==> config.mk <==
export PLATFORM = sky130hd
export DESIGN_NAME = tape_motion_ctl
export DESIGN_NICKNAME = d
export VERILOG_FILES = /design/src/rtl/tape_motion_ctl.sv
export SDC_FILE = /design/constraint.sdc
export NUM_CORES = 1
export LEC_CHECK = 0
export CORE_MARGIN = 5
export CORE_UTILIZATION = 35
export CTS_BUF_LIST = sky130_fd_sc_hd__clkbuf_4
export DETAILED_ROUTE_END_ITERATION = 10
export GPL_ROUTABILITY_DRIVEN = 0
export PLACE_DENSITY_LB_ADDON = 0.3
export REMOVE_ABC_BUFFERS = 1
export SLEW_MARGIN = 20
export SYNTH_ARGS = -nofsm -noshare
export SYNTH_HDL_FRONTEND = slang
export SYNTH_SLANG_ARGS = --single-unit
==> constraint.sdc <==
create_clock -name clk -period 2.7 [get_ports clk]
set_input_delay 0.54 -clock clk [delete_from_list [all_inputs] [get_ports clk]]
set_output_delay 0.54 -clock clk [all_outputs]
set_load 0.05 [all_outputs]
==> src/rtl/tape_motion_ctl.sv <==
// Paper-tape reader motion controller: arbitrates forward/reverse/rewind requests
// and sequences relay pull-in, motor drive and stop dead time.
module tape_motion_ctl #(
    parameter int unsigned PULLIN_MS     = 5,
    parameter int unsigned DEAD_MS       = 10,
    parameter int unsigned REWIND_MAX_MS = 20000
) (
    input  logic       clk,
    input  logic       rst,
    input  logic       tick_ms,
    input  logic       cmd_fwd,
    input  logic       cmd_rev,
    input  logic       remote_rewind,
    input  logic       sw1_rewind,
    input  logic       sw1_forward,
    input  logic       sw2,
    output logic       motor_fwd,
    output logic       motor_rev,
    output logic       wait_for_tape,
    output logic [1:0] owner,
    output logic       rewind_timeout,
    output logic       conflict
);

    localparam logic [15:0] PULLIN_LAST = 16'(PULLIN_MS - 1);
    localparam logic [15:0] DEAD_LAST   = 16'(DEAD_MS - 1);
    localparam logic [15:0] REWIND_LAST = 16'(REWIND_MAX_MS - 1);

    localparam logic [1:0] OWN_NONE   = 2'd0;
    localparam logic [1:0] OWN_CMD    = 2'd1;
    localparam logic [1:0] OWN_PANEL  = 2'd2;
    localparam logic [1:0] OWN_REWIND = 2'd3;

    typedef enum logic [2:0] {
        IDLE,
        PULL_FWD,
        RUN_FWD,
        PULL_REV,
        RUN_REV,
        DEAD
    } state_t;

    state_t      state, state_nx;
    logic [15:0] cnt, cnt_nx, cnt_inc;
    logic [1:0]  owner_nx;
    logic        timeout_set;

    logic       rewind_req, comp_req;
    logic       win_vld, win_rev;
    logic [1:0] win_owner;

    // Fixed-priority arbitration; a latched timeout suppresses only the rewind sources.
    always_comb begin
        rewind_req = (remote_rewind | sw1_rewind) & ~rewind_timeout;
        comp_req   = cmd_fwd ^ cmd_rev;
        win_vld    = 1'b0;
        win_rev    = 1'b0;
        win_owner  = OWN_NONE;
        if (sw2) begin
            if (rewind_req) begin
                win_vld   = 1'b1;
                win_rev   = 1'b1;
                win_owner = OWN_REWIND;
            end else if (sw1_forward) begin
                win_vld   = 1'b1;
                win_owner = OWN_PANEL;
            end else if (comp_req) begin
                win_vld   = 1'b1;
                win_rev   = cmd_rev;
                win_owner = OWN_CMD;
            end
        end
    end

    always_comb begin
        state_nx    = state;
        cnt_nx      = cnt;
        owner_nx    = owner;
        timeout_set = 1'b0;
        cnt_inc     = cnt + 16'(tick_ms);
        case (state)
            IDLE: begin
                if (win_vld) begin
                    state_nx = win_rev ? PULL_REV : PULL_FWD;
                    owner_nx = win_owner;
                    cnt_nx   = '0;
                end
            end
            PULL_FWD, PULL_REV: begin
                if (!win_vld || (win_rev != (state == PULL_REV))) begin
                    state_nx = DEAD;
                    owner_nx = OWN_NONE;
                    cnt_nx   = '0;
                end else begin
                    owner_nx = win_owner;
                    if (tick_ms && cnt == PULLIN_LAST) begin
                        state_nx = (state == PULL_REV) ? RUN_REV : RUN_FWD;
                        cnt_nx   = '0;
                    end else begin
                        cnt_nx = cnt_inc;
                    end
                end
            end
            RUN_FWD: begin
                if (!win_vld || win_rev) begin
                    state_nx = DEAD;
                    owner_nx = OWN_NONE;
                    cnt_nx   = '0;
                end else begin
                    owner_nx = win_owner;
                end
            end
            RUN_REV: begin
                if (!win_vld || !win_rev) begin
                    state_nx = DEAD;
                    owner_nx = OWN_NONE;
                    cnt_nx   = '0;
                end else if (owner == OWN_REWIND && tick_ms && cnt == REWIND_LAST) begin
                    state_nx    = DEAD;
                    owner_nx    = OWN_NONE;
                    cnt_nx      = '0;
                    timeout_set = 1'b1;
                end else begin
                    owner_nx = win_owner;
                    // Only a rewind run is time-limited; computer reverse runs freely.
                    if (owner == OWN_REWIND) begin
                        cnt_nx = cnt_inc;
                    end
                end
            end
            DEAD: begin
                owner_nx = OWN_NONE;
                if (tick_ms && cnt == DEAD_LAST) begin
                    state_nx = IDLE;
                    cnt_nx   = '0;
                end else begin
                    cnt_nx = cnt_inc;
                end
            end
            default: begin
                state_nx = IDLE;
                owner_nx = OWN_NONE;
                cnt_nx   = '0;
            end
        endcase
    end

    always_ff @(posedge clk) begin
        if (rst) begin
            state          <= IDLE;
            cnt            <= '0;
            owner          <= OWN_NONE;
            rewind_timeout <= 1'b0;
            conflict       <= 1'b0;
        end else begin
            state    <= state_nx;
            cnt      <= cnt_nx;
            owner    <= owner_nx;
            conflict <= cmd_fwd & cmd_rev;
            if (timeout_set) begin
                rewind_timeout <= 1'b1;
            end else if (!remote_rewind && !sw1_rewind) begin
                rewind_timeout <= 1'b0;
            end
        end
    end

    assign motor_fwd     = (state == RUN_FWD);
    assign motor_rev     = (state == RUN_REV);
    assign wait_for_tape = (state == PULL_FWD) || (state == RUN_FWD) ||
                           (state == PULL_REV) || (state == RUN_REV);

endmodule

======== Yosys cells after proc, flatten, opt, wreduce, memory -nomap -nowiden ========
Cells that the tools add are included.
cells by class
  add/subtract/negate cells ............... 1
  equal/unequal tests ..................... 16
  muxes and demuxes ....................... 42
  bitwise operators ....................... 5
  reductions and logical operators ........ 20
operator list
  kind                  number
  $mux 16               8
  $pmux 16 s5           1
  $mux 3                8
  $mux 2                9
  $add 16x1->16         1
  $eq 16x15->1 const B  1
  $eq 16x3->1 const B   1
  $eq 16x4->1 const B   1
  $pmux 3 s5            1
  $mux 1                14
  $pmux 2 s4            1
  $eq 3x2->1 const B    2
  $eq 3x3->1 const B    2
  $logic_or 1x1->1      6
  $logic_and 1x1->1     5
  $reduce_and 5->1      1
  $logic_not 1->1       4
  $ne 2x2->1 const B    2
  $ne 4x1->1 const B    1
  $eq 3x1->1 const B    1
  $logic_not 3->1       1
  $ne 3x1->1 const B    1
  $ne 3x3->1 const B    1
  $reduce_and 3->1      1
  9 further kinds       10
word-level totals
  register bits after elaboration ......... 23
  bits of input ports ..................... 9
  output and inout port bits .............. 7
  word-level logic and storage cells ...... 89

======== Logic depth before layout (Yosys ltp) ========
  word-level depth ........................ 10
  mapped depth ............................ 9
  gate-level depth less buffers ........... 8

======== Least setup slack after synthesis ========
No wires, ideal clock.
  path type ............................... reg2out
  from .................................... register state[1]
  to ...................................... output port motor_fwd
  arrival time ............................ 1.813 ns
  required time ........................... 2.160 ns
  slack ................................... 0.347 ns
  cell stages (with the launch flop) ...... 3
  path buffers ............................ 1
  cells stage by stage .................... dfxtp_1 -> buf_2 -> nor3b_1
between the ends
  longest elaborated chain between the ends .. 1
RTL lines
  item                    line  RTL
  from (decl)             43    state_t state, state_nx;
  from (signal assigned)  156   state <= state_nx;
  $eq 3x2->1              168   assign motor_fwd = (state == RUN_FWD);
  to (decl)               17    output logic motor_fwd,
No other way between the ends.

======== Final worst setup path ========
  from .................................... input port cmd_fwd
  to ...................................... register cnt[15]
between the ends
  longest elaborated chain between the ends .. 9
  elaborated cells on any way between the ends .. 22
  those cells by class .................... eq/ne: 4; mux: 11; bitwise: 1; reduce/logical: 6
RTL lines
  item                                             line          RTL
  from (decl)                                      11            input logic cmd_fwd,
  $xor 1x1->1 (*)                                  55            comp_req = cmd_fwd ^ cmd_rev;
  $mux 1                                           67            end else if (comp_req) begin
  $mux 1                                           64            end else if (sw1_forward) begin
  $mux 1                                           60            if (rewind_req) begin
  $mux 1                                           59            if (sw2) begin
  $ne 1x1->1, or another cell as far along         90            if (!win_vld || (win_rev != (state == PULL_REV))) begin
  $logic_or 1x1->1, on equally long branches       90, 105, 114
  $mux 16, or another cell as far along            90
  $pmux 16 s5 or $reduce_and 3->1 (tied branches)  n/a
  to (signal assigned)                             157           cnt <= cnt_nx;
  to (decl)                                        44            logic [15:0] cnt, cnt_nx, cnt_inc;
Mark *: on every way between the ends. The rest lies on a longest branch, timed or not.
A chain may end at the register's enable or synchronous reset.

==> results.cfg <==
[timing]
relSlewSlack = 0.652
fmax_mhz = 391
setup_ws_ns = 0.144
rsz0062_at_grt = false
worst_pin_slew_ns = 0.521
tns_ns = 0
hold_violations = 0
maxSlewViolCount = 0
final-setup-viol-count = 0
period_minus_slack_ns = 2.56
min_period_over_period = 0.947
fin_worst_skew_ns = 0.00516

[clock_tree]
clockBufferDepth = 2
htreeDepth = 1
cts_buffers = 3
clkLatencyLatePin_ns = 0.32
cts_tree = done
cts.clk_slew.worst_paths_ns = 0.14
cts_resized = 0
cts_root_buf = clkbuf_4
clkSinkCount = 23
post-cts-setup-buffers = 0
postCtsHoldBufs = 0

[synth]
synth_edf_count = 0
ys_seq_area_frac = 0.293
synth_cells = 180
synth_area_um2 = 1570
yosys-top-cells-area = dfxtp_1 (29%), xnor2_1 (7.8%), nor2_1 (4.8%), ha_1 (4.0%), nand2_1 (3.6%)
syn_area_per_cell_um2 = 8.74
netlist.area_leader.share = 0.293
async_flop_share = 0
yosys_warnings = 0
synth_top_area_cell = dfxtp_1
ys_types = 58
synth_ff_type = dfxtp_1
ys_seq_elements = 23

[global_routing]
grt_usage = 0.123
grt_max_degree = 18
first_global_vias = 1303
overflow = 0
antenna_found_initial = 0
grt_pass1_wl_um = 6120

[job]
drv_cap = 0

[drt]
drt-total-wl_um = 3580
dr_total_vias = 1416
drc = 0
via_per_inst = 5.47
drt_iter0_drc = 141
firstDrtPassIters = 5
drtAntennaViolNets = 0
post_drt_wl_per_cell_um = 13.8

[critical_path]
critical_path.startpoint_type = input pin
cp_max_fo = 17
r2r_cells = 8
critPathKind = in2reg
crit_path_end_kind = register
arrival_ns = 2.79
cp.required_ns = 2.94

[layout]
stdcell_area_um2 = 1930
nets = 222
area_growth_pct = 22.3
fillers = 454
postLayoutCoreUtil = 0.442
drive_gt1_frac = 0.198
fin_cells = 259
antenna_cells = 0

[worst_hold_path]
hold_class = reg2reg
min_path_cells = 2

[place]
numPortBuffers = 15
dp.cells = 255
dp_hpwl_um = 2710
dpl_cell_area_um2 = 1900
dp_slack_ns = -0.174

[die]
floorplan.die.height_um = 77.1
design.core.area_um2 = 4350
pin_count = 16
die_w_um = 77.1
dieArea_um2 = 5940
fp-row-count = 24
start_util = 0.361

[power_and_ir_drop]
powerDensity_nw_per_um2 = 697
p_leak_nw = 0.664
vdd_drop_max_v = 0.000267

[outcome]
status = complete, no violations
## layout by cell type (no fill, tap or decap), types with 2 or more instances in the layout
master	count
clkbuf_4	3
xnor2_1	14
buf_12	3
nand2_1	15
and3_1	3
o2111ai_1	2
buf_4	16
nor2b_1	4
nor3_1	6
nand3_1	10
o21ai_1	2
o21ai_0	4
a21oi_1	7
inv_1	2
nand4_1	3
o21a_1	2
nor2_1	20
nor3b_1	4
o211ai_1	3
clkdlybuf4s50_1	13
dfxtp_1	23
nand3b_1	2
nor4_1	7
ha_1	5
## path summary, 6_finish.rpt
| kind | slack, ns | end | start |
|---|---|---|---|
| setup / recovery | 0.14 | cnt[15] | cmd_fwd |
| hold / removal | 0.52 | owner[0] | owner[0] |
| setup reg to reg | 0.61 | cnt[0] | state[0] |
| hold reg to reg | 0.52 | owner[0] | owner[0] |
## flip-flops by register name, indices dropped and copies added (netlist names)
signal / flops
state: 3
rewind_timeout: 1
owner: 2
conflict: 1
cnt: 16
## Yosys cell counts, types with 4 or more instances
| master | n |
|---|---|
| nor3_1 | 6 |
| nor2b_1 | 4 |
| nor2_1 | 20 |
| ha_1 | 5 |
| nor3b_1 | 4 |
| nand3_1 | 10 |
| xnor2_1 | 14 |
| o21ai_0 | 4 |
| a21oi_1 | 7 |
| nand2_1 | 15 |
| dfxtp_1 | 23 |
| nor4_1 | 7 |
## logic make-up after synthesis
kind of cell / Yosys count / share of synthesized area
mux: 1 / 0.00636
buf+inv: 12 / 0.0397
simple gates: 88 / 0.327
flops: 23 / 0.293
compound gates: 37 / 0.217
xor+xnor: 14 / 0.0779
fa+ha+maj: 5 / 0.0397
## per-stage QoR
step | hold slack [ns] | power, mW
after floorplan | 0.497 | 0.889
after global placement | 0.506 | 1.19
after detailed placement | 0.507 | 1.19
after CTS | 0.526 | 1.36
after global routing | 0.556 | 1.44
final | 0.519 | 1.34
## layout make-up
type	count	area [um2]	share of cell area
Timing Repair Buffer	32	310	0.161
Tap cell	52	65.1	0.0338
Multi-Input combinational cell	145	1050	0.546
Inverter	3	11.3	0.00585
Clock inverter	1	5.00	0.00260
Sequential cell	23	460	0.239
Clock buffer	3	22.5	0.0117
## layer usage
layer / vias up / wire (um) / GRT usage
met2: 24 / 1710 / 0.202
met3: 2 / 163 / 0.0340
met1: 665 / 1680 / 0.161
met4: 0 / 22 / 0.0241
li1: 725 / - / -
met5: - / 0 / 0
## report_power, final
| part | leakage (nW) | internal [mW] | switching [mW] | total [mW] |
|---|---|---|---|---|
| logic | 0.460 | 0.314 | 0.412 | 0.726 |
| clock network | 0.0177 | 0.0556 | 0.113 | 0.168 |
| registers | 0.186 | 0.372 | 0.0756 | 0.448 |
## worst max-delay path, stage by stage
cell	delay [ns]
clkdlybuf4s50_1	0.48
inv_1	0.05
ha_1	0.31
nor2b_2	0.19
a211oi_4	0.32
a2111oi_4	0.10
buf_12	0.18
nor4_1	0.40
xnor2_1	0.17
nor2_1	0.05
Note: power is estimated with default switching activity, not from simulation.
